$ cat config.mk
export PLATFORM = sky130hd
export DESIGN_NAME = pfd_lock_detect_flat
export DESIGN_NICKNAME = d
export VERILOG_FILES = /design/src/rtl/pfd_lock_detect_if.sv /design/src/rtl/pfd_lock_detect.sv /design/src/flat_wrapper.sv
export SDC_FILE = /design/constraint.sdc
export NUM_CORES = 1
export LEC_CHECK = 0
export ABC_AREA = 1
export BUFFER_PORTS_ARGS = -buffer_cell sky130_fd_sc_hd__clkbuf_2
export CORE_ASPECT_RATIO = 0.7
export CORE_MARGIN = 2
export CORE_UTILIZATION = 40
export CTS_CLUSTER_SIZE = 8
export DETAILED_ROUTE_END_ITERATION = 6
export SYNTH_ARGS = -nofsm -noshare
export SYNTH_HDL_FRONTEND = slang
export SYNTH_SLANG_ARGS = --single-unit
$ cat constraint.sdc
create_clock -name clk -period 3.2 [get_ports clk]
set_clock_uncertainty 0.2 [all_clocks]
set_input_delay 0.48 -clock clk [delete_from_list [all_inputs] [get_ports clk]]
set_output_delay 0.48 -clock clk [all_outputs]
set_load 0.01 [all_outputs]
$ cat src/rtl/pfd_lock_detect_if.sv
// Signal bundle between the phase/frequency detector and its surroundings.
// Handshake semantics: there is no ready. err_valid and slip are single-cycle
// strobes that the consumer must accept in the cycle they are high. phase_err
// holds its value between strobes. All other outputs are levels.
interface pfd_lock_detect_if #(
  parameter int ERR_W = 16
);
  logic                    ref_in;
  logic                    osc_in;
  logic                    up;
  logic                    dn;
  logic signed [ERR_W-1:0] phase_err;
  logic                    err_valid;
  logic                    slip;
  logic                    lock_n;
  logic                    ref_ok;
  logic                    osc_ok;
  logic                    ref_div_mon;
  logic                    osc_div_mon;
  logic [1:0]              state;

  modport master (
    output ref_in, osc_in,
    input  up, dn, phase_err, err_valid, slip, lock_n,
    input  ref_ok, osc_ok, ref_div_mon, osc_div_mon, state
  );

  modport slave (
    input  ref_in, osc_in,
    output up, dn, phase_err, err_valid, slip, lock_n,
    output ref_ok, osc_ok, ref_div_mon, osc_div_mon, state
  );
endinterface

$ cat src/rtl/pfd_lock_detect.sv
// Single-clock phase/frequency detector. Both inputs are oversampled in clk,
// divided down, then compared by a three-state PFD. The block measures the
// signed distance between divided ticks, qualifies lock and watches
// input activity. The FSM state is exported on bus.state for observation.
module pfd_lock_detect #(
  parameter int REF_DIV  = 10000,
  parameter int OSC_DIV  = 12288,
  parameter int DIV_W    = 16,
  parameter int ERR_W    = 16,
  parameter int LOCK_TOL = 8,
  parameter int LOCK_CNT = 16,
  parameter int TIMEOUT  = 1000000,
  parameter int ACT_WIN  = 1024
) (
  input  logic                 clk,
  input  logic                 reset_n,
  pfd_lock_detect_if.slave     bus
);

  localparam int GOOD_W = $clog2(LOCK_CNT + 1);
  localparam int TO_W   = $clog2(TIMEOUT + 1);
  localparam int ACT_W  = $clog2(ACT_WIN + 1);

  localparam logic [DIV_W-1:0]  REF_LAST = DIV_W'(REF_DIV - 1);
  localparam logic [DIV_W-1:0]  OSC_LAST = DIV_W'(OSC_DIV - 1);
  localparam logic [ERR_W-1:0]  ERR_MAX  = {1'b0, {(ERR_W-1){1'b1}}};
  localparam logic [GOOD_W-1:0] GOOD_MAX = GOOD_W'(LOCK_CNT);
  localparam logic [TO_W-1:0]   TO_MAX   = TO_W'(TIMEOUT);
  localparam logic [ACT_W-1:0]  ACT_MAX  = ACT_W'(ACT_WIN);
  localparam logic [31:0]       TOL      = LOCK_TOL;

  localparam logic [1:0] S_IDLE = 2'd0;
  localparam logic [1:0] S_UP   = 2'd1;
  localparam logic [1:0] S_DN   = 2'd2;

  logic ref_s1, ref_s2, ref_prev;
  logic osc_s1, osc_s2, osc_prev;
  logic ref_edge, osc_edge;
  logic [DIV_W-1:0] ref_cnt, osc_cnt;
  logic ref_tick, osc_tick;
  logic ref_mon, osc_mon;
  logic [1:0] state;
  logic [ERR_W-1:0] err_cnt, err_inc, phase_err_r, err_abs;
  logic err_valid_r, slip_r;
  logic [GOOD_W-1:0] good, good_next;
  logic [TO_W-1:0] to_cnt;
  logic timeout, in_tol, lock_n_r;
  logic [ACT_W-1:0] ref_act, osc_act;

  assign ref_edge = ref_s2 & ~ref_prev;
  assign osc_edge = osc_s2 & ~osc_prev;

  // Two-flop synchronisers plus the previous-value register for edge detect.
  always_ff @(posedge clk or negedge reset_n) begin
    if (!reset_n) begin
      {ref_s1, ref_s2, ref_prev} <= 3'b000;
      {osc_s1, osc_s2, osc_prev} <= 3'b000;
    end else begin
      ref_s1 <= bus.ref_in;  ref_s2 <= ref_s1;  ref_prev <= ref_s2;
      osc_s1 <= bus.osc_in;  osc_s2 <= osc_s1;  osc_prev <= osc_s2;
    end
  end

  // Edge dividers: a registered tick on the edge that wraps the counter.
  always_ff @(posedge clk or negedge reset_n) begin
    if (!reset_n) begin
      ref_cnt  <= '0;
      osc_cnt  <= '0;
      ref_tick <= 1'b0;
      osc_tick <= 1'b0;
      ref_mon  <= 1'b0;
      osc_mon  <= 1'b0;
    end else begin
      ref_tick <= ref_edge && (ref_cnt == REF_LAST);
      osc_tick <= osc_edge && (osc_cnt == OSC_LAST);
      if (ref_edge) ref_cnt <= (ref_cnt == REF_LAST) ? '0 : ref_cnt + DIV_W'(1);
      if (osc_edge) osc_cnt <= (osc_cnt == OSC_LAST) ? '0 : osc_cnt + DIV_W'(1);
      if (ref_tick) ref_mon <= ~ref_mon;
      if (osc_tick) osc_mon <= ~osc_mon;
    end
  end

  assign err_inc = (err_cnt == ERR_MAX) ? err_cnt : err_cnt + ERR_W'(1);

  // PFD state machine with saturating error counter. A restart inside UP/DN
  // loads 1 so the new measurement counts exactly like a fresh entry.
  always_ff @(posedge clk or negedge reset_n) begin
    if (!reset_n) begin
      state       <= S_IDLE;
      err_cnt     <= '0;
      phase_err_r <= '0;
      err_valid_r <= 1'b0;
      slip_r      <= 1'b0;
    end else begin
      err_valid_r <= 1'b0;
      slip_r      <= 1'b0;
      case (state)
        S_IDLE: begin
          err_cnt <= '0;
          if (ref_tick && osc_tick) begin
            phase_err_r <= '0;
            err_valid_r <= 1'b1;
          end else if (ref_tick) begin
            state   <= S_UP;
            err_cnt <= ERR_W'(1);
          end else if (osc_tick) begin
            state   <= S_DN;
            err_cnt <= ERR_W'(1);
          end
        end
        S_UP: begin
          if (osc_tick) begin
            phase_err_r <= err_cnt;
            err_valid_r <= 1'b1;
            if (ref_tick) err_cnt <= ERR_W'(1);
            else begin
              state   <= S_IDLE;
              err_cnt <= '0;
            end
          end else if (ref_tick) begin
            slip_r  <= 1'b1;
            err_cnt <= ERR_W'(1);
          end else begin
            err_cnt <= err_inc;
          end
        end
        S_DN: begin
          if (ref_tick) begin
            phase_err_r <= ERR_W'(0) - err_cnt;
            err_valid_r <= 1'b1;
            if (osc_tick) err_cnt <= ERR_W'(1);
            else begin
              state   <= S_IDLE;
              err_cnt <= '0;
            end
          end else if (osc_tick) begin
            slip_r  <= 1'b1;
            err_cnt <= ERR_W'(1);
          end else begin
            err_cnt <= err_inc;
          end
        end
        default: begin
          state   <= S_IDLE;
          err_cnt <= '0;
        end
      endcase
    end
  end

  assign err_abs = phase_err_r[ERR_W-1] ? (ERR_W'(0) - phase_err_r) : phase_err_r;
  assign in_tol  = (32'(err_abs) <= TOL);
  assign timeout = (to_cnt == TO_MAX);

  // Next good-measurement count: a slip wins, then a fresh measurement, then timeout.
  always_comb begin
    good_next = good;
    if (slip_r)
      good_next = '0;
    else if (err_valid_r)
      good_next = !in_tol ? '0 : ((good == GOOD_MAX) ? good : good + GOOD_W'(1));
    else if (timeout)
      good_next = '0;
  end

  // Lock qualification and the no-measurement timeout counter.
  always_ff @(posedge clk or negedge reset_n) begin
    if (!reset_n) begin
      good     <= '0;
      lock_n_r <= 1'b1;
      to_cnt   <= '0;
    end else begin
      good     <= good_next;
      lock_n_r <= (good_next != GOOD_MAX);
      if (err_valid_r)     to_cnt <= '0;
      else if (!timeout)   to_cnt <= to_cnt + TO_W'(1);
    end
  end

  // Activity windows reload on every synchronised rising edge.
  always_ff @(posedge clk or negedge reset_n) begin
    if (!reset_n) begin
      ref_act <= '0;
      osc_act <= '0;
    end else begin
      if (ref_edge)           ref_act <= ACT_MAX;
      else if (ref_act != '0) ref_act <= ref_act - ACT_W'(1);
      if (osc_edge)           osc_act <= ACT_MAX;
      else if (osc_act != '0) osc_act <= osc_act - ACT_W'(1);
    end
  end

  assign bus.up          = (state == S_UP);
  assign bus.dn          = (state == S_DN);
  assign bus.phase_err   = phase_err_r;
  assign bus.err_valid   = err_valid_r;
  assign bus.slip        = slip_r;
  assign bus.lock_n      = lock_n_r;
  assign bus.ref_ok      = (ref_act != '0);
  assign bus.osc_ok      = (osc_act != '0);
  assign bus.ref_div_mon = ref_mon;
  assign bus.osc_div_mon = osc_mon;
  assign bus.state       = state;

endmodule

$ cat src/flat_wrapper.sv
// flat-port wrapper written by rule: the top's interface ports become plain ports
module pfd_lock_detect_flat 
#(
  parameter int REF_DIV  = 10000,
  parameter int OSC_DIV  = 12288,
  parameter int DIV_W    = 16,
  parameter int ERR_W    = 16,
  parameter int LOCK_TOL = 8,
  parameter int LOCK_CNT = 16,
  parameter int TIMEOUT  = 1000000,
  parameter int ACT_WIN  = 1024
)
  (clk, reset_n, bus_ref_in, bus_osc_in, bus_up, bus_dn, bus_phase_err, bus_err_valid, bus_slip, bus_lock_n, bus_ref_ok, bus_osc_ok, bus_ref_div_mon, bus_osc_div_mon, bus_state);
  pfd_lock_detect_if #(.ERR_W(ERR_W)) bus_i ();
  input  logic clk;
  input  logic reset_n;
  input wire logic [$bits(bus_i.ref_in)-1:0] bus_ref_in;
  input wire logic [$bits(bus_i.osc_in)-1:0] bus_osc_in;
  output wire logic [$bits(bus_i.up)-1:0] bus_up;
  output wire logic [$bits(bus_i.dn)-1:0] bus_dn;
  output wire logic [$bits(bus_i.phase_err)-1:0] bus_phase_err;
  output wire logic [$bits(bus_i.err_valid)-1:0] bus_err_valid;
  output wire logic [$bits(bus_i.slip)-1:0] bus_slip;
  output wire logic [$bits(bus_i.lock_n)-1:0] bus_lock_n;
  output wire logic [$bits(bus_i.ref_ok)-1:0] bus_ref_ok;
  output wire logic [$bits(bus_i.osc_ok)-1:0] bus_osc_ok;
  output wire logic [$bits(bus_i.ref_div_mon)-1:0] bus_ref_div_mon;
  output wire logic [$bits(bus_i.osc_div_mon)-1:0] bus_osc_div_mon;
  output wire logic [$bits(bus_i.state)-1:0] bus_state;
  assign bus_i.ref_in = bus_ref_in;
  assign bus_i.osc_in = bus_osc_in;
  assign bus_up = bus_i.up;
  assign bus_dn = bus_i.dn;
  assign bus_phase_err = bus_i.phase_err;
  assign bus_err_valid = bus_i.err_valid;
  assign bus_slip = bus_i.slip;
  assign bus_lock_n = bus_i.lock_n;
  assign bus_ref_ok = bus_i.ref_ok;
  assign bus_osc_ok = bus_i.osc_ok;
  assign bus_ref_div_mon = bus_i.ref_div_mon;
  assign bus_osc_div_mon = bus_i.osc_div_mon;
  assign bus_state = bus_i.state;
  pfd_lock_detect #(.REF_DIV(REF_DIV), .OSC_DIV(OSC_DIV), .DIV_W(DIV_W), .ERR_W(ERR_W), .LOCK_TOL(LOCK_TOL), .LOCK_CNT(LOCK_CNT), .TIMEOUT(TIMEOUT), .ACT_WIN(ACT_WIN)) u_core (.clk(clk), .reset_n(reset_n), .bus(bus_i));
endmodule
# Word level (Yosys, flattened, before mapping)
# Cells that the tools add are included.
# W data, S select, Z words.
[classes]
n_lt_le_gt_ge = 1
n_eq_ne = 16
reduce_logical = 11
mux = 43
n_addsub = 9
n_bitwise = 6
[op_table]
columns = ["op", "count"]
rows = [
  ["$mux W16", 13],
  ["$pmux W16 S3", 2],
  ["$add A16 B1 Y16 const B", 3],
  ["$mux W11", 4],
  ["$mux W20", 2],
  ["$eq A16 B14 Y1 const B", 2],
  ["$sub A1 B16 Y16 const A", 2],
  ["$mux W5", 5],
  ["$reduce_bool A11 Y1", 2],
  ["$sub A11 B1 Y11 const B", 2],
  ["$add A20 B1 Y20 const B", 1],
  ["$eq A20 B20 Y1 const B", 1],
  ["$eq A16 B15 Y1 const B", 1],
  ["$le A16 B4 Y1 const B", 1],
  ["$mux W2", 7],
  ["$ne A2 B1 Y1 const B", 4],
  ["$mux W1", 7],
  ["$ne A2 B2 Y1 const B", 3],
  ["$pmux W2 S3", 1],
  ["$reduce_and A6 Y1", 1],
  ["$add A5 B1 Y5 const B", 1],
  ["$eq A5 B5 Y1 const B", 1],
  ["$ne A5 B5 Y1 const B", 1],
  ["$not A1 Y1", 4],
  ["11 further kinds", 15],
]
[word_totals]
out_inout_bits = 27
inputBits = 4
ff_bits = 126

# Depth between registers and ports, before layout
# Gate-level depths: netlist of the first run.
[depth]
depth_word = 7
depth_mapped = 17

# Worst setup path before layout of the first run
# No wires, ideal clock.
[synth_path]
kind = "flip-flop to flip-flop"
startpoint = "register u_core.state[0], in the netlist u_core.bus.state[0]"
endpoint = "register u_core.phase_err_r[9], in the netlist u_core.bus.phase_err[9]"
setup_time_ns = 0.134
t_arrival_ns = 1.726
setup_slack_ns = 1.140
stages_incl_launch_ff = 11
required_time_ns = 2.866
path_cell_list = "dfrtp_1 -> inv_1 -> ha_1 -> clkinv_1 -> o22ai_1 -> inv_2 -> nand3_2 -> nor2_2 -> buf_2 -> nand3_1 -> o21ai_0"
[synth_between]
elab_chain_cells = 3
word_cells_on_any_way = 9
classes_between = "5 x eq/ne; 1 x mux; 3 x reduce/logical"
[synth_lines]
columns = ["element", "line_no", "rtl"]
rows = [
  ["start: declaration", "pfd_lock_detect.sv:42", "logic [1:0] state;"],
  ["start signal: assignment", "pfd_lock_detect.sv:89", "state <= S_IDLE;"],
  ["start signal: assignment", "pfd_lock_detect.sv:104", "state <= S_UP;"],
  ["start signal: assignment", "pfd_lock_detect.sv:107", "state <= S_DN;"],
  ["$eq A2 B2 Y1 *", "n/a", ""],
  ["net bus_dn", "flat_wrapper.sv:20", "output wire logic [$bits(bus_i.dn)-1:0] bus_dn;"],
  ["$ne A2 B1 Y1 (no line) / $reduce_bool A3 Y1 (equally long branches)", "n/a", ""],
  ["$reduce_and A4 Y1 (no line)", "n/a", ""],
  ["end signal: assignment", "pfd_lock_detect.sv:113", "phase_err_r <= err_cnt;"],
  ["end signal: assignment", "pfd_lock_detect.sv:129", "phase_err_r <= ERR_W'(0) - err_cnt;"],
  ["end: declaration", "pfd_lock_detect.sv:43", "logic [ERR_W-1:0] err_cnt, err_inc, phase_err_r, err_abs;"],
]
# The timed path passes the listed nets; every way through them passes the cells marked *.
# A chain may end at the register's enable or synchronous reset.

# Worst setup path in the final report of the first run
[layout_path]
startpoint = "register u_core.osc_act[0]"
endpoint = "output port bus_osc_ok"
[layout_between]
elab_chain_cells = 1
[layout_lines]
columns = ["element", "line_no", "rtl"]
rows = [
  ["start: declaration", "pfd_lock_detect.sv:48", "logic [ACT_W-1:0] ref_act, osc_act;"],
  ["start signal: assignment", "pfd_lock_detect.sv:189", "else if (osc_act != '0) osc_act <= osc_act - ACT_W'(1);"],
  ["$reduce_bool A11 Y1", "pfd_lock_detect.sv:200", "assign bus.osc_ok = (osc_act != '0);"],
  ["end: declaration", "flat_wrapper.sv:26", "output wire logic [$bits(bus_i.osc_ok)-1:0] bus_osc_ok;"],
]
# No other way between the ends.

==> summary.md, run 1 <==
| Metric | Value |
|---|---|
| Max Clk Rate | between 300 and 400 MHz |
| Slew @ Worst Pin | 0.643 ns |
| Final setup TNS | 0 ns |
| Clock Pin Slew Worst Setup and Hold Paths | 0.06 ns |
| Worst-skew pair later-pin latency | between 0.4 and 0.5 ns |
| Crit path largest cell delay | 0.38 ns |
| RR Startpoint | u_core.bus.state[0]$_DFFE_PN0P_ |
| Gr usage total | 0.181 |
| First-pass GRT wire length | 27100 um |
| Initial Util | 0.413 |
| Slew headroom | 0.571 |
| Hold_buf cts | 3 |
| Avg WL per Cell | 13.5 um |
| Number of global-route vias before repair | 5497 |
| Fraction of layout cells with a size suffix above 1 | 0.146 |
| Worst hold stages | 0 |
| Cells after Synth | between 800 and 900 |
| DRC errors left | 0 |
| Synth Net Count | approximately 910 |
| Clk sinks | 126 |
| Slew Viols, Final | 0 |
| Clock root cell | clkbuf_16 |
| Via density | between 4 and 5 |
| Top cell by count, worst path | inv_1 |
| CP top delay family | simple AND/OR/NAND/NOR gates |
| CP Class | reg2out |
| Final period util | 0.864 |
| RSZ-0062 raised after global routing | false |
| Area of the die | between 15000 and 20000 um2 |
| Largest net degree at the start of global routing | 69 |
| Synth Register Bits | 126 |
| Worst Setup SP | u_core.osc_act[0]$_DFFE_PN0P_ |
| Die X | 164 um |
| N_diodes | 0 |
| Post-synthesis cell type count | 57 |
| Yosys warnings | 0 |
| CTS Buf Count | 17 |
| Area growth from synthesis to layout | 15.7% |
| Placed Instance Area | ~7600 um2 |
| CP Depth | 8 |
| R2R Setup Slk | 0.52 ns |
| Final #Nets | 959 |
| Minimum clock period | 2.76 ns |
| DR pass1 iterations | 5 |
| Top_reg_cell synth | dfrtp_1 |
| Clk buf depth | 2 |
| Crit path cell chain | inv_1 > ha_1 > inv_1 > nor2_1 > nand4_1 > nor3_2 > inv_1 > clkbuf_2 |
| CTS tree | built |
| Fillers | approximately 1.7k |
| Initial antenna violation count | 0 |
| Status | finished, final reports clean |
| Sequential area share after synthesis | 0.440 |
| IO Count | 31 |
| Finished Cell Area | 8300 um2 |
| Area of the multi-input gates | about 3400 um2 |
| Crit Path Max Fanout | 5 |
| Routed vias | 5870 |
| Hold WC Path Type | reg2reg |
| Cell Area, Synth | 7180 um2 |
| Mean Syn Cell Area | 8.04 um2 |
| PostCTS Resize Cnt | 0 |
| Worst Path Buf+Inv | 4 |
| Setup bufs post-CTS | 0 |
| Die height | approximately 120 um |
| Drt total wl | 15900 um |
| Routability cong. | 0.877 |
| Crit path DAT | 2.08 ns |
| Setup violators final | 0 |
| Post-synthesis async set-or-reset flop share | 1.00 |
| Max-cap viol count | 0 |
| P_leak | 4.02 nW |
| Slowest-stage cell, CP | dfrtp_1 |
| Max VDD drop | 0.000300 V |
| CP required | 2.52 ns |
| R2r endpoint | u_core.bus.phase_err[8]$_DFFE_PN0P_ |
| Pwr Density | about 560 nW/um2 |
| IO Port Bufs | 30 |
| Core Rows | 40 |
| Crit path capture type | primary output |
| Worst reg2reg path depth | 10 |
| ANT nets after route | 0 |
| Worst setup path endpoint | bus_osc_ok |
| DP HPWL | 11500 um |
| Grt total ovfl | 0 |
| Reg area | 3150 um2 |
| Count of flip-flops with a built-in enable after synthesis | 0 |
| H-tree Lvls | 4 |
| DR iter-0 viols | roughly 440 |
| Hold Violations, Final | 0 |
| Core Box Area | 17400 um2 |
| CP Launch Type | register |
## stage by stage
| step | hold WS (ns) | util | instances | total power [mW] | worst slack (ns) |
|---|---|---|---|---|---|
| 2_1_floorplan | -0.0156 | - | 893 | 2.37 | 1.14 |
| 6_report | 0.148 | 0.478 | 1182 | 4.65 | 0.436 |
| 3_3_place_gp | 0.132 | 0.439 | 1147 | 2.51 | 0.700 |
| 5_1_grt | 0.158 | 0.478 | 1182 | 4.89 | 0.251 |
| 3_5_place_dp | 0.137 | 0.439 | 1147 | 2.52 | 0.584 |
| 4_1_cts | 0.151 | 0.478 | 1182 | 4.70 | 0.443 |
## worst min path at each step
stage,from,endpoint,slack [ns]
3_5_place_dp,u_core.osc_s1$_DFF_PN0_,u_core.osc_s2$_DFF_PN0_,0.14
6_report,u_core.osc_s1$_DFF_PN0_,u_core.osc_s2$_DFF_PN0_,0.15
2_1_floorplan,reset_n,u_core.bus.err_valid$_DFF_PN0_,-0.02
5_1_grt,u_core.ref_s1$_DFF_PN0_,u_core.ref_s2$_DFF_PN0_,0.16
3_3_place_gp,u_core.osc_s1$_DFF_PN0_,u_core.osc_s2$_DFF_PN0_,0.13
4_1_cts,u_core.osc_s1$_DFF_PN0_,u_core.osc_s2$_DFF_PN0_,0.15
## layout make-up
class                      instances  share of cell area
multi-input combinational        600               0.407
timing repair buffer              39              0.0294
inverter                         154              0.0696
sequential                       126               0.380
clock buffer                      19              0.0534
clock inverter                    13              0.0255
tap                              231              0.0348
## where the power goes
| group | switching, mW | internal (mW) |
|---|---|---|
| registers | 0.146 | 1.76 |
| clock network | 0.742 | 1.41 |
| logic | 0.366 | 0.224 |
| total | 1.25 | 3.40 |
## layout by cell type, fill, tap and decap left out, types with 9 or more instances in the layout
master,instances
inv_2,14
nor4_1,11
nand2_2,10
o21ai_0,55
clkbuf_16,17
dfrtp_1,125
o21ai_1,9
nand3_1,59
nand4_1,17
o22ai_1,9
nor2_2,12
nor2_1,85
ha_1,17
nor2_4,12
nor3_1,30
nand2_1,145
inv_1,139
xor2_1,17
clkbuf_2,29
xnor2_1,9
a21oi_1,38
## layer usage
| layer | global-route usage | share of wire | vias up |
|---|---|---|---|
| li1 | - | - | 3027 |
| met1 | 0.269 | 0.53 | 2726 |
| met2 | 0.256 | 0.41 | 101 |
| met3 | 0.0472 | 0.049 | 16 |
| met4 | 0.0561 | 0.014 | 0 |
| met5 | 0 | 0 | - |
## flip-flops by register name, indices dropped and copies added (netlist names), 2 cells and up
register,count
u_core.good,5
u_core.ref_cnt,16
u_core.osc_cnt,16
u_core.bus.state,2
u_core.bus.phase_err,16
u_core.err_cnt,16
u_core.to_cnt,20
u_core.osc_act,11
u_core.ref_act,11
## logic make-up (layout without fill, tap and decap cells)
family	count (synthesis)	count (layout)	share of synthesized area
and+or+nand+nor	410	410	0.289
buffers and inverters	167	225	0.0893
AOI/OAI and AO/OA	147	147	0.120
DFF	126	126	0.440
xor gates and xnor gates	26	26	0.0317
adders and majority gates	17	17	0.0296
## Yosys cell counts, types with 14 or more instances
library cell / instances / area share
nor3_1: 30 / 0.021
xor2_1: 17 / 0.021
a21oi_1: 38 / 0.027
o21ai_0: 55 / 0.038
inv_1: 139 / 0.073
inv_2: 14 / 0.0073
ha_1: 17 / 0.030
dfrtp_1: 125 / 0.44
nand2_1: 145 / 0.076
nor2_1: 85 / 0.044
nand3_1: 59 / 0.041
nand4_1: 17 / 0.015
Note: power is estimated with default switching activity, not from simulation.
==> inputs of run 2 (changes only) <==
--- a/config.mk
+++ b/config.mk
@@ -7,11 +7,15 @@
 export LEC_CHECK = 0
 export ABC_AREA = 1
 export BUFFER_PORTS_ARGS = -buffer_cell sky130_fd_sc_hd__clkbuf_2
+export CELL_PAD_IN_SITES_DETAIL_PLACEMENT = 1
+export CELL_PAD_IN_SITES_GLOBAL_PLACEMENT = 2
 export CORE_ASPECT_RATIO = 0.7
 export CORE_MARGIN = 2
-export CORE_UTILIZATION = 40
+export CORE_UTILIZATION = 38
 export CTS_CLUSTER_SIZE = 8
 export DETAILED_ROUTE_END_ITERATION = 6
+export PLACE_DENSITY_LB_ADDON = 0.1
+export SLEW_MARGIN = 5
 export SYNTH_ARGS = -nofsm -noshare
 export SYNTH_HDL_FRONTEND = slang
 export SYNTH_SLANG_ARGS = --single-unit
==> constraint.sdc (replaced) <==
create_clock -name clk -period 3.11 [get_ports clk]
set_clock_uncertainty 0.2 [all_clocks]
set_input_delay 0.4665 -clock clk [delete_from_list [all_inputs] [get_ports clk]]
set_output_delay 0.4665 -clock clk [all_outputs]
set_load 0.01 [all_outputs]
==> run 2 against run 1 <==
- register-to-register slack got worse by 0.12 ns
- clock-buffer cell count did not move
- critical path depth did not move
- sequential share of layout area rose by 0.13 points
- global-route usage rose by 2.0 points
- sequential cell count did not move
- combinational power rose by 8.0%
- routed wire length rose by 18%
- final cell count rose by 1.1%
- highest routed layer unchanged
==> summary.md, run 2 (same netlist as run 1, synthesis figures left out) <==
| Metric | Value |
|---|---|
| Status | finished, final reports clean |
| Slew headroom | 0.595 (+0.0242) |
| IO Port Bufs | 30 (unchanged) |
| Internal power | 3.33 mW (-2.0%) |
| Final worst slack | 0.252 ns (-0.184 ns) |
| Slew @ Worst Pin | 0.607 ns (-0.0363 ns) |
| Final setup TNS | 0 ns (unchanged) |
| Initial Util | 0.384 (-0.0296) |
| Fillers | 2256 (+37%) |
| P_leak | 4.00 nW (-0.61%) |
| Routed vias | 6134 (+4.5%) |
| IO Count | 31 (unchanged) |
| H-tree Lvls | 4 (unchanged) |
| CP Launch Type | register |
| Largest net degree at the start of global routing | 63 (-8.7%) |
| CP Class | reg2out |
| Slew Viols, Final | 0 (unchanged) |
| Clock root cell | clkbuf_16 |
| Fraction of layout cells with a size suffix above 1 | 0.148 (+0.00179) |
| Crit Path Max Fanout | 5 (unchanged) |
| Clk sinks | 126 (unchanged) |
| Area of the die | 20000 um2 (+5.1%) |
| Setup bufs post-CTS | 0 (unchanged) |
| Clock Pin Slew Worst Setup and Hold Paths | 0.06 ns (about the same) |
| Final period util | 0.919 |
| NetSw | 1.35 mW (+7.4%) |
| Biggest register | u_core.to_cnt |
| Most common cell after layout, fill and taps aside | nand2_1 |
| Hold WC Path Type | reg2reg |
| Final #Nets | 961 (+0.21%) |
| Highest-count cells in the layout ignoring fill and taps | 145 x nand2_1, 139 x inv_1, 125 x dfrtp_1 |
| Grt total ovfl | 0 (unchanged) |
| Crit path DAT | 2.19 ns (+0.11 ns) |
| Setup violators final | 0 (unchanged) |
| CTS tree | built |
| Avg WL per Cell | 15.7 um (+17%) |
| N_diodes | 0 (unchanged) |
| RSZ-0062 raised after global routing | false |
| Power share of the combinational group | 0.136 (+0.009) |
| First-pass GRT wire length | 32400 um (+19%) |
| Crit path capture type | primary output |
| Gr usage total | 0.201 (+0.0196) |
| DR pass1 iterations | 6 (+1) |
| DP HPWL | 14100 um (+23%) |
| Max reg flops | 20 (unchanged) |
| Net Sw Frac | 0.288 (+0.0184) |
| Core Rows | 42 (+5.0%) |
| Worst slack, placed | 0.433 ns (-0.151 ns) |
| Max-cap viol count | 0 (unchanged) |
| DRC errors left | 0 (unchanged) |
| DR iter-0 viols | 270 (-38%) |
| Drt total wl | 18800 um (+18%) |
| Seq pwr share | 0.422 (+0.011) |
| CTS Buf Count | 17 (unchanged) |
| CP required | 2.44 ns (-0.08 ns) |
| Area growth from synthesis to layout | 15.3% |
| Routability cong. | 0.780 (-11%) |
| Initial antenna violation count | 0 (unchanged) |
| Via density | 5.13 (+3.4%) |
| Minimum clock period | approximately 2.9 ns |
| Area of the multi-input gates | 3390 um2 (+0.19%) |
| Max Clk Rate | about 350 MHz |
| Clock share of power | 0.441 (-0.021) |
| Max VDD drop | 0.000255 V (-15%) |
| Die X | 168 um (+2.5%) |
| Hold Violations, Final | 0 (unchanged) |
| ANT nets after route | 0 (unchanged) |
| Clk buf depth | 2 (unchanged) |
| Pwr Density | 565 nW/um2 (+0.85%) |
| Worst-skew pair later-pin latency | 0.42 ns (about the same) |
| Number of global-route vias before repair | 6564 (+19%) |
| Core Box Area | 18700 um2 (+7.7%) |
| Die height | 119 um (+2.5%) |
| Reg area | 3150 um2 (unchanged) |
run 2: power groups by stage:
stage	logic [mW]	registers (mW)	clock network, mW
global placement	0.599	1.98	0
floorplan	0.481	1.95	0
CTS	0.645	1.97	2.11
finish	0.638	1.97	2.06
global route	0.745	2.00	2.19
detailed placement	0.637	2.00	0
run 2: cell type report:
cell class / count / share of cell area
Timing Repair Buffer: 41 / 0.0298
Clock inverter: 13 / 0.0195
Clock buffer: 19 / 0.0535
Sequential cell: 126 / 0.381
Multi-Input combinational cell: 600 / 0.409
Tap cell: 242 / 0.0366
Inverter: 154 / 0.0699
run 2: metrics by stage:
stage          power, mW   util  hold slack [ns]  instance area (um2)  std cells
5_1_grt             4.94  0.442            0.163                 8270       1195
4_1_cts             4.73  0.442            0.162                 8270       1195
3_3_place_gp        2.58  0.408            0.132                 7630       1160
3_5_place_dp        2.64  0.408            0.138                 7630       1160
6_report            4.67  0.442            0.156                 8270       1195
2_1_floorplan       2.43      -          -0.0291                 7180        893
run 2: worst paths after layout:
| kind | to | from | cells past startpoint | slack (ns) |
|---|---|---|---|---|
| worst max-delay path | bus_osc_ok | u_core.osc_act[0]$_DFFE_PN0P_ | 8 | 0.25 |
| worst min-delay path | u_core.ref_s2$_DFF_PN0_ | u_core.ref_s1$_DFF_PN0_ | 0 | 0.16 |
| worst max register to register | u_core.bus.phase_err[8]$_DFFE_PN0P_ | u_core.bus.state[1]$_DFFE_PN0P_ | 9 | 0.40 |
| worst min register to register | u_core.ref_s2$_DFF_PN0_ | u_core.ref_s1$_DFF_PN0_ | 0 | 0.16 |
| max in group asynchronous | u_core.osc_cnt[8]$_DFFE_PN0P_ | reset_n | 3 | 1.50 |
| min in group asynchronous | u_core.osc_act[1]$_DFFE_PN0P_ | reset_n | 2 | 0.39 |
run 2: critical path, cell delays in order, from the launching register on:
cell and delay (ns):
dfrtp_1 0.40, inv_1 0.13, ha_1 0.21, inv_1 0.06, nor2_1 0.12, nand4_1 0.25
nor3_4 0.31, inv_1 0.14, clkbuf_2 0.15
run 2: layer usage:
| metal | GRT usage | routed length [um] |
|---|---|---|
| met5 | 0 | 0 |
| met4 | 0.0453 | 180 |
| met3 | 0.0429 | 467 |
| met2 | 0.324 | 8590 |
| met1 | 0.278 | 9540 |
run 2: timing repair:
item / CTS / global route
gates resized for setup: 0 / 1
endpoints found under the setup margin: 0 / 1
hold endpoints to repair: 60 / 0
hold buffers: 3 / 0
==> inputs of run 3 (changes only) <==
--- a/config.mk
+++ b/config.mk
@@ -12,10 +12,12 @@
 export CORE_ASPECT_RATIO = 0.7
 export CORE_MARGIN = 2
 export CORE_UTILIZATION = 38
+export CTS_BUF_LIST = sky130_fd_sc_hd__clkbuf_16
 export CTS_CLUSTER_SIZE = 8
 export DETAILED_ROUTE_END_ITERATION = 6
-export PLACE_DENSITY_LB_ADDON = 0.1
+export PLACE_DENSITY = 0.78
 export SLEW_MARGIN = 5
 export SYNTH_ARGS = -nofsm -noshare
 export SYNTH_HDL_FRONTEND = slang
 export SYNTH_SLANG_ARGS = --single-unit
+export TNS_END_PERCENT = 5
==> run 3 against run 2 <==
- worst setup slack improved by 0.063 ns
- via count up 1.1%
- power down 0.70%
- clock-buffer cell count shrank 2
- critical path depth did not move
- global-route usage is 0.60 points higher
- clock power about the same
- sequential share of layout area rose by 0.081 points
- die area unchanged
- critical endpoint unchanged
- critical path type unchanged
==> summary.md, run 3 (same netlist as run 1, synthesis figures left out) <==
| Metric | Value |
|---|---|
| Clock share of power | 0.437 (-0.004) |
| CP Launch Type | register |
| Max VDD drop | 0.000320 V (+26%) |
| Fraction of layout cells with a size suffix above 1 | 0.147 (-0.000895) |
| Max reg flops | 20 (unchanged) |
| Area of the die | 20000 um2 (unchanged) |
| Avg WL per Cell | 16.2 um (+2.8%) |
| CTS Buf Count | 17 (unchanged) |
| H-tree Lvls | 4 (unchanged) |
| DR pass1 iterations | 4 (-2) |
| Crit path capture type | primary output |
| Initial Util | 0.384 (unchanged) |
| Core Box Area | 18700 um2 (unchanged) |
| Number of global-route vias before repair | 6648 (+1.3%) |
| Power share of the combinational group | 0.138 (+0.002) |
| PostCTS Resize Cnt | 0 (unchanged) |
| Setup violators final | 0 (unchanged) |
| Crit Path Max Fanout | 5 (unchanged) |
| Minimum clock period | 2.79 ns (-0.0632 ns) |
| Slew @ Worst Pin | 0.548 ns (-0.0587 ns) |
| Grt total ovfl | 0 (unchanged) |
| Highest-count cells in the layout ignoring fill and taps | 145 x nand2_1, 140 x inv_1, 125 x dfrtp_1 |
| Routability cong. | 0.835 (+6.9%) |
| RSZ-0062 raised after global routing | false |
| Die height | 119 um (unchanged) |
| N_diodes | 0 (unchanged) |
| Power Total | 4.64 mW (-0.70%) |
| Crit path DAT | 2.13 ns (-0.06 ns) |
| Clk buf depth | 2 (unchanged) |
| Clk sinks | 126 (unchanged) |
| Final #Nets | 960 (-0.10%) |
| Biggest register | u_core.to_cnt |
| Max Clk Rate | 358 MHz (+2.3%) |
| CTS tree | built |
| Worst-skew pair later-pin latency | 0.42 ns (about the same) |
| Largest net degree at the start of global routing | 45 (-29%) |
| Final setup TNS | 0 ns (unchanged) |
| P_leak | 3.99 nW (-0.20%) |
| CP required | 2.44 ns (about the same) |
| Fillers | 2309 (+2.3%) |
| CP Class | reg2out |
| Seq pwr share | 0.425 (+0.003) |
| Max-cap viol count | 0 (unchanged) |
| Slew headroom | 0.635 (+0.0392) |
| Via density | 5.20 (+1.2%) |
| Routed vias | 6204 (+1.1%) |
| Final period util | 0.899 (-0.0203) |
| DR iter-0 viols | 326 (+21%) |
| Die X | 168 um (unchanged) |
| DP HPWL | 14400 um (+1.7%) |
| Hold WC Path Type | reg2reg |
| Net Sw Frac | 0.302 (+0.0141) |
| Area growth from synthesis to layout | 15.0% |
| Status | finished, final reports clean |
| Clock Pin Slew Worst Setup and Hold Paths | 0.06 ns (about the same) |
| Hold Violations, Final | 0 (unchanged) |
| Most common cell after layout, fill and taps aside | nand2_1 |
| DRC errors left | 0 (unchanged) |
| ANT nets after route | 0 (unchanged) |
| First-pass GRT wire length | 33300 um (+2.9%) |
| Initial antenna violation count | 0 (unchanged) |
| Slew Viols, Final | 0 (unchanged) |
| Drt total wl | 19300 um (+2.7%) |
| IO Port Bufs | 30 (unchanged) |
| Pwr Density | 562 nW/um2 (-0.49%) |
| Gr usage total | 0.207 (+0.00600) |
| NetSw | 1.40 mW (+4.2%) |
| Internal power | 3.24 mW (-2.7%) |
| IO Count | 31 (unchanged) |
| Core Rows | 42 (unchanged) |
| Clock root cell | clkbuf_16 |
run 3: layer usage:
layer	share of wire	wire length (um)	track usage
met5	0	0	0
met4	0.012	238	0.0593
met2	0.46	8820	0.330
met1	0.50	9690	0.285
met3	0.028	534	0.0425
run 3: cell type report:
class,instances,area [um2],share of cell area
clock buffers,17,425,0.0515
clock inverters,15,163,0.0197
repair buffers,40,251,0.0305
flip-flops and latches,126,3150,0.382
inverters,154,578,0.0700
multi-input cells,600,3380,0.410
well taps,242,303,0.0367
run 3: worst paths after layout:
check | end | depth (start not counted) | slack [ns] | start
setup reg to reg | u_core.bus.phase_err[8]$_DFFE_PN0P_ | 9 | 0.39 | u_core.bus.state[1]$_DFFE_PN0P_
min in group asynchronous | u_core.osc_act[0]$_DFFE_PN0P_ | 2 | 0.33 | reset_n
hold reg to reg | u_core.ref_s2$_DFF_PN0_ | 0 | 0.16 | u_core.ref_s1$_DFF_PN0_
setup / recovery | bus_osc_ok | 8 | 0.32 | u_core.osc_act[0]$_DFFE_PN0P_
hold / removal | u_core.ref_s2$_DFF_PN0_ | 0 | 0.16 | u_core.ref_s1$_DFF_PN0_
max in group asynchronous | u_core.bus.state[0]$_DFFE_PN0P_ | 3 | 1.68 | reset_n
run 3: worst max-delay path: stages (launching register included):
cell	delay, ns
dfrtp_1	0.39
inv_1	0.13
ha_1	0.20
inv_1	0.05
nor2_1	0.12
nand4_1	0.19
nor3_2	0.30
inv_1	0.16
clkbuf_2	0.16
run 3: what timing repair did:
action	CTS	global route
setup buffers	0	0
hold buffers	3	0
endpoints found under the hold margin	42	0
run 3: through the flow:
stage | hold slack, ns | cells | setup slack (ns) | cell area (um2) | utilization
after floorplan | -0.0291 | 893 | 1.05 | 7180 | -
after global placement | 0.133 | 1159 | 0.617 | 7640 | 0.408
after detailed placement | 0.145 | 1159 | 0.443 | 7640 | 0.408
after CTS | 0.161 | 1194 | 0.292 | 8260 | 0.441
after global routing | 0.166 | 1194 | 0.0349 | 8260 | 0.441
final | 0.157 | 1194 | 0.316 | 8260 | 0.441
run 3: power groups by stage:
stage,Clock [mW],Combinational [mW],Sequential [mW]
5_1_grt,2.16,0.746,2.00
2_1_floorplan,0,0.481,1.95
3_5_place_dp,0,0.646,1.99
3_3_place_gp,0,0.599,1.98
4_1_cts,2.07,0.655,1.97
6_report,2.03,0.642,1.97
